<file path="src/rtl/instr_prefetch_mem.sv">
// Instruction ROM with a small prefetch queue feeding decode.
// The ROM streams one byte per cycle into the queue. Decode sees the head byte
// and the byte after it, and retires 0, 1 or 2 bytes per cycle. A redirect
// flushes the queue and restarts fetch at the new address.
//
// Handshake: instr_valid / next_valid state how many bytes may be taken. Decode
// reports what it retired on consume. A consume larger than the queued byte
// count is clamped, so the queue never underflows.
module instr_prefetch_mem #(
    parameter int ADDR_W     = 8,
    parameter int DATA_W     = 8,
    parameter int DEPTH      = 256,
    parameter int FIFO_DEPTH = 4,
    parameter logic [ADDR_W-1:0] RESET_PC = '0,
    // ROM image; word i is returned for address i < DEPTH
    parameter logic [DATA_W-1:0] INIT_IMAGE [DEPTH] = '{default: '0},
    localparam int LVL_W = $clog2(FIFO_DEPTH + 1)
) (
    input  logic              clk,
    input  logic              rst_n,
    input  logic [1:0]        consume,
    input  logic              redirect,
    input  logic [ADDR_W-1:0] redirect_pc,
    output logic [DATA_W-1:0] instr,
    output logic [DATA_W-1:0] next_byte,
    output logic              instr_valid,
    output logic              next_valid,
    output logic [ADDR_W-1:0] instr_pc,
    output logic [LVL_W-1:0]  level
);

    localparam int PTR_W = $clog2(FIFO_DEPTH);

    // Pointer add modulo FIFO_DEPTH; n never exceeds FIFO_DEPTH here
    function automatic logic [PTR_W-1:0] ptr_add(input logic [PTR_W-1:0] p,
                                                 input logic [LVL_W-1:0] n);
        int s;
        s = int'(p) + int'(n);
        if (s >= FIFO_DEPTH) s = s - FIFO_DEPTH;
        return s[PTR_W-1:0];
    endfunction

    logic [DATA_W-1:0] fifo_q [FIFO_DEPTH];
    logic [PTR_W-1:0]  head_q, head_d;
    logic [LVL_W-1:0]  level_q, level_d;
    logic [ADDR_W-1:0] instr_pc_q, instr_pc_d;
    logic [ADDR_W-1:0] fetch_pc_q, fetch_pc_d;
    logic [ADDR_W-1:0] rd_addr_q, rd_addr_d;
    logic              rd_pend_q, rd_pend_d;

    logic [DATA_W-1:0] rom_rdata;
    logic [LVL_W-1:0]  eff;
    logic [PTR_W-1:0]  tail;
    logic              issue;
    logic              push;

    // ROM read port: address was registered on issue, data is used this cycle
    always_comb begin
        rom_rdata = '0;
        if (int'(rd_addr_q) < DEPTH) rom_rdata = INIT_IMAGE[rd_addr_q];
    end

    // Next-state: pop clamp, issue decision, redirect override
    always_comb begin
        eff        = (LVL_W'(consume) > level_q) ? level_q : LVL_W'(consume);
        push       = rd_pend_q && !redirect;
        tail       = ptr_add(head_q, level_q);
        issue      = !redirect && ((int'(level_q) + int'(rd_pend_q)) < FIFO_DEPTH);
        level_d    = level_q + LVL_W'(rd_pend_q) - eff;
        head_d     = ptr_add(head_q, eff);
        instr_pc_d = instr_pc_q + ADDR_W'(eff);
        fetch_pc_d = fetch_pc_q;
        rd_addr_d  = rd_addr_q;
        rd_pend_d  = issue;
        if (issue) begin
            fetch_pc_d = fetch_pc_q + 1'b1;
            rd_addr_d  = fetch_pc_q;
        end
        if (redirect) begin
            // Flush queue and in-flight byte, fetch the target right away
            level_d    = '0;
            head_d     = head_q;
            instr_pc_d = redirect_pc;
            rd_addr_d  = redirect_pc;
            rd_pend_d  = 1'b1;
            fetch_pc_d = redirect_pc + 1'b1;
        end
    end

    // Queue control and fetch state registers
    always_ff @(posedge clk or negedge rst_n) begin
        if (!rst_n) begin
            head_q     <= '0;
            level_q    <= '0;
            instr_pc_q <= RESET_PC;
            fetch_pc_q <= RESET_PC;
            rd_addr_q  <= RESET_PC;
            rd_pend_q  <= 1'b0;
        end else begin
            head_q     <= head_d;
            level_q    <= level_d;
            instr_pc_q <= instr_pc_d;
            fetch_pc_q <= fetch_pc_d;
            rd_addr_q  <= rd_addr_d;
            rd_pend_q  <= rd_pend_d;
        end
    end

    // Queue storage; contents are gated by level so no reset is needed
    always_ff @(posedge clk) begin
        if (push) fifo_q[tail] <= rom_rdata;
    end

    // Outputs decoded from registered queue state
    always_comb begin
        instr       = '0;
        next_byte   = '0;
        instr_valid = (level_q >= LVL_W'(1));
        next_valid  = (level_q >= LVL_W'(2));
        if (instr_valid) instr = fifo_q[head_q];
        if (next_valid)  next_byte = fifo_q[ptr_add(head_q, LVL_W'(1))];
        instr_pc    = instr_pc_q;
        level       = level_q;
    end

endmodule

</file>
<file path="config.mk">
export PLATFORM = sky130hd
export DESIGN_NAME = instr_prefetch_mem
export DESIGN_NICKNAME = d
export VERILOG_FILES = /design/src/rtl/instr_prefetch_mem.sv
export SDC_FILE = /design/constraint.sdc
export NUM_CORES = 1
export LEC_CHECK = 0
export BUFFER_PORTS_ARGS = -buffer_cell sky130_fd_sc_hd__buf_2
export CORE_MARGIN = 5
export CORE_UTILIZATION = 44
export CTS_BUF_LIST = sky130_fd_sc_hd__clkbuf_4
export CTS_CLUSTER_DIAMETER = 30
export DETAILED_ROUTE_END_ITERATION = 12
export PLACE_DENSITY_LB_ADDON = 0.15
export SYNTH_ARGS = -nofsm -noshare
export SYNTH_HDL_FRONTEND = slang
export SYNTH_SLANG_ARGS = --single-unit
export TNS_END_PERCENT = 1
</file>
<file path="constraint.sdc">
create_clock -name clk -period 2.8 [get_ports clk]
set_clock_uncertainty 0.1 [all_clocks]
set_input_delay 0.28 -clock clk [delete_from_list [all_inputs] [get_ports clk]]
set_output_delay 0.28 -clock clk [all_outputs]
set_load 0.005 [all_outputs]
</file>
======== Word-level counts from Yosys, hierarchy flattened ========
Memories as Yosys holds them, arrays and structs flattened.
Index checks and enable logic that the tools add are counted.
cells by class
  $add $sub $neg .......................... 12
  $lt $le $gt $ge ......................... 8
  mux-type cells .......................... 18
  bitwise logic cells ..................... 1
  reduce and logical (&&, ||, !) cells .... 4
operators with widths
  operator                                             number
  two-way mux 8 bit                                    9
  adder 8 x 1 -> 8 bit, second input constant          2
  >= comparator 9 bit, second input constant           1
  inverter 8 -> 9 bit                                  1
  adder 2 x 3 -> 4 bit                                 2
  adder 8 x 3 -> 8 bit                                 1
  >= comparator 4 x 3 -> 1 bit, second input constant  2
  two-way mux 2 bit                                    4
  two-way mux 3 bit                                    2
  subtractor 2 x 1 -> 2 bit, second input constant     3
  adder 3 x 1 -> 4 bit                                 1
  < comparator 4 x 3 -> 1 bit, second input constant   1
  adder 2 x 1 -> 3 bit, second input constant          1
  adder 3 x 1 -> 3 bit                                 1
  >= comparator 3 x 1 -> 1 bit, second input constant  1
  >= comparator 3 x 2 -> 1 bit, second input constant  1
  >= comparator 3 bit, second input constant           1
  greater-than comparator 2 x 3 -> 1 bit               1
  two-way mux 1 bit                                    3
  subtractor 3 bit                                     1
  logical AND 1 bit                                    2
  nonzero test 2 bit                                   1
  logical NOT 1 bit                                    1
word-level totals
  flip-flop bits (word level) ............. 30
  memory bits (writable) .................. 32
  memory bits (read-only) ................. 2048
  bits of input ports ..................... 13
  output and inout port bits .............. 29
  logic and storage cells ................. 51
  memories ................................ 2
memory list
  memory           depth  bits a word  rd ports  clocked after Yosys merged registers in  wr ports  RTL line  text
  (no name shown)  256    8            1         0                                        0         60        if (int'(rd_addr_q) < DEPTH) rom_rdata = INIT_IMAGE[rd_addr_q];
  fifo_q           4      8            2         0                                        1         43        logic [DATA_W-1:0] fifo_q [FIFO_DEPTH];

======== Depth between registers and ports, before layout ========
An unclocked memory read counts as a cell.
  depth after elaboration ................. 6
  mapped depth ............................ 13
  depth with buffers taken out ............ 13

======== Worst setup path after synthesis ========
OpenSTA, ideal clock, no wires.
  kind .................................... reg-to-reg
  start point ............................. reg level_q[1], in the netlist level[1]
  end point ............................... reg level_q[2], in the netlist level[2]
  library setup time ...................... 86 ps
  data arrival time ....................... 2717 ps
  required time ........................... 2614 ps
  setup slack ............................. -103 ps
  cell stages (with the launch flop) ...... 14
  path buffers ............................ 0
  clock period less this slack ............ 2903 ps
  path through ............................ dfrtp_1 -> inv_1 -> ha_1 -> nor2b_1 -> o21ai_1 -> mux2_2 -> ha_1 -> inv_1 -> ha_1 -> inv_1 -> fa_1 -> xor2_1 -> and2_1 -> nor3_1
between the ends
  cells in the longest elaborated chain, start to end .. 4
  elaborated cells between the ends (all ways) .. 5
  those cells by class .................... 2 x add/sub; 1 x order compare; 2 x mux
RTL lines
  what                                    RTL line  text
  start, declared                         45        logic [LVL_W-1:0] level_q, level_d;
  start signal, assigned                  101       level_q <= level_d;
  greater-than comparator 2 x 3 -> 1 bit  65        eff = (LVL_W'(consume) > level_q) ? level_q : LVL_W'(consume);
  two-way mux 3 bit                       65
  subtractor 3 bit (*)                    69        level_d = level_q + LVL_W'(rd_pend_q) - eff;
  two-way mux 3 bit (*)                   79        if (redirect) begin
  named net level_d[2]                    45
The timed path passes the listed nets; every way through them passes the cells marked *.
A chain may end at the register's enable or synchronous reset.

======== Final worst setup path ========
Same ends and word-level chain as after synthesis.

==> run summary <==
DR pass1 iterations: 4
Worst EP arrival: 2.86 ns
Simple-gate share of the synthesized area: 19.47%
CTS Buffer Depth: 2
CORE AREA: 0.002002 mm²
Share of layout cells above drive strength 1: 39.55%
Vias in the first global route: 712
DRT antenna net count: 0
DP HPWL: 1.553 mm
Register bit count reported by yosys: 12
Starting Density: 47.19%
P_int: 654.6 µW
# DRC: 0
P_leak: 0.6012 nW
Clock power frac: 10.2%
Die W: 56.34 µm
CTS tree: yes
Largest family of logic cells by synthesized area: simple AND/OR/NAND/NOR gates
Met3 Use GR: 5.505%
Antenna diodes: 0
First-pass GRT wire length: 3.201 mm
Depth of the CTS H-tree: 1
Drt via density: 4.888
Most frequent cells in the layout: 25 x buf_2, 17 x conb_1, 12 x dfrtp_1
Psw: 454.5 µW
Post-Synth Adder-Cell Area: 14.83%
Chip height: 56.34 µm
Cell count after synthesis: 102
Via count: 787
Clock Sink Count: 12
Mux contribution to synthesized area: 5.828%
Post-synth EDFFs: 0
Row count: 16
Fraction of registers with async set/reset: 100.0%
Final setup TNS: 0 ns
Fin nets: 158
Clk_lat worst skew: 0.28 ns
CP startpoint kind: register
Hold WC Path Type: primary input to register
Reg power frac: 27.6%
WL/cell: 12.91 µm
Register area: 300.3 µm²
Post-Synth XOR/XNOR Area: 1.854%
Final WL: 2.078 mm
Gr busiest metal: met2
Data required time of the worst path: 2.90 ns
Slew Viols, Final: 0
Initial antenna violation count: 0
Unrepaired setup endpoints after global routing: true
Total power per unit cell area: 945.0 mW/mm²
Tcrit/Tclk final: 98.66%
Sw frac: 40.98%
M2 GR Usage: 22.04%
Num ports: 42
Status: complete, no violations
Fmax: 362.0 MHz
Final Util: 58.63%
Tot GR Track Use: 13.00%
Ys Warns: 0
Area of the multi-input gates: 621.8 µm²
Clock Pin Slew Worst Setup and Hold Paths: 0.09 ns
Layout area overhead: 24.24%
Filler cells: 191
Yosys cell types: 36
Iteration-0 DRC Markers: 6
Synth Cell Area: 944.7 µm²
Gr ovfl total: 0
CP Max Fanout: 2
Comb pwr share: 62.2%
Compound-cell area share of the yosys netlist: 9.272%
Inserted Clock Buffers: 3
Clk root buf: clkbuf_4
Synth Area per Inst: 9.261 µm²
Count of final setup violators: 0
Seq/Total Area, Yosys: 31.79%
GPL Wtd Cong: 0.7020
Worst Setup End Kind: register
Commonest non-fill, non-tap cell in the layout: buf_2
Max-cap viol count: 0
Port bufs: 25
Hold WS: 0.1072 ns
Final Hold Fails: 0
Top_reg_cell synth: dfrtp_1
Min Tclk post-route: 2.762 ns
Pin count of the biggest net entering global routing: 23
Setup CP Type: register to register
Die area: 0.003174 mm²
Peak supply drop: 577.0 µV
Met1 Track Usage GR: 15.30%
-- synthesized netlist by cell type (2+ instances only) --
cell / number / area share, %
or4_1: 2 / 1.6
buf_4: 16 / 13
ha_1: 8 / 11
mux2_2: 4 / 4.8
or2_2: 2 / 1.3
nor3_1: 2 / 1.1
nand2_1: 6 / 2.4
fa_1: 2 / 4.2
inv_1: 6 / 2.4
a21oi_1: 2 / 1.1
nor2_1: 4 / 1.6
or3_1: 2 / 1.3
dfrtp_1: 12 / 32
nand3_1: 4 / 2.1
buf_2: 2 / 1.1
nor2b_1: 5 / 3.3
o21ai_0: 4 / 2.1
-- flip-flops by register name (all words and copies together), names as in the netlist --
name and cells:
level 3, rd_pend_q 1, instr_pc 8
-- worst paths after layout --
kind	depth (start not counted)	slack, ns	start	to
worst max-delay path	13	0.04	level[1]	level[2]
worst min-delay path	3	0.11	redirect_pc[6]	instr_pc[6]
worst max register to register	13	0.04	level[1]	level[2]
worst min register to register	2	0.50	instr_pc[6]	instr_pc[6]
max in group asynchronous	2	2.06	rst_n	level[0]
min in group asynchronous	2	0.30	rst_n	instr_pc[3]
-- critical path, cell delays in order, from the launching register on --
cell and delay [ns]:
dfrtp_1 0.41, inv_2 0.07, ha_4 0.19, nor2b_4 0.12, o21ai_2 0.18, mux2_4 0.35
ha_4 0.22, inv_2 0.06, ha_4 0.12, inv_2 0.03, fa_2 0.39, xor2_2 0.16
and2_4 0.16, nor3_2 0.13
-- stage by stage --
step / instances / total power, mW / setup slack [ns] / area (µm²)
floorplan: 118 / 0.7026 / 0.005035 / 1015
global placement: 155 / 0.8759 / 0.07985 / 1066
detailed placement: 155 / 0.9006 / -0.01723 / 1066
CTS: 160 / 1.021 / 0.01239 / 1102
global route: 161 / 1.228 / -0.07042 / 1174
finish: 161 / 1.109 / 0.03760 / 1174
-- power groups by stage --
stage,clock (mW),sequential [mW],combinational [mW]
finish,0.113,0.306,0.690
global route,0.127,0.322,0.780
CTS,0.117,0.308,0.596
detailed placement,0,0.311,0.590
global placement,0,0.308,0.568
floorplan,0,0.314,0.389
-- cell type report --
| cell class | count | share of cell area, % |
|---|---|---|
| clock buffer | 3 | 1.919 |
| timing repair buffer | 30 | 14.07 |
| clock inverter | 1 | 0.3198 |
| tap | 27 | 2.878 |
| multi-input combinational | 81 | 52.98 |
| inverter | 7 | 2.239 |
| sequential | 12 | 25.59 |
-- logic make-up (layout without fill, tap and decap cells) --
family,after synthesis,count (layout)
compound gates,14,14
xor+xnor,2,2
fa+ha+maj,10,10
buf+inv,25,41
flops,12,12
mux,5,5
other cells,1,17
simple gates,33,33
-- repair_timing --
item | CTS | global route
hold buffers | 1 | 0
endpoints found under the hold margin | 12 | 0
setup endpoints to repair | 1 | 2
gates resized for setup | 0 | 13
pin swaps | 1 | 3
buffers inserted | 0 | 1
-- routing by layer --
metal  vias up  part of all wire (%)
li1        381                     -
met1       372                    39
met2        30                    51
met3         4                   7.9
met4         0                   1.5
met5         -                     0
No activity file was read; power rests on OpenSTA's default activity.
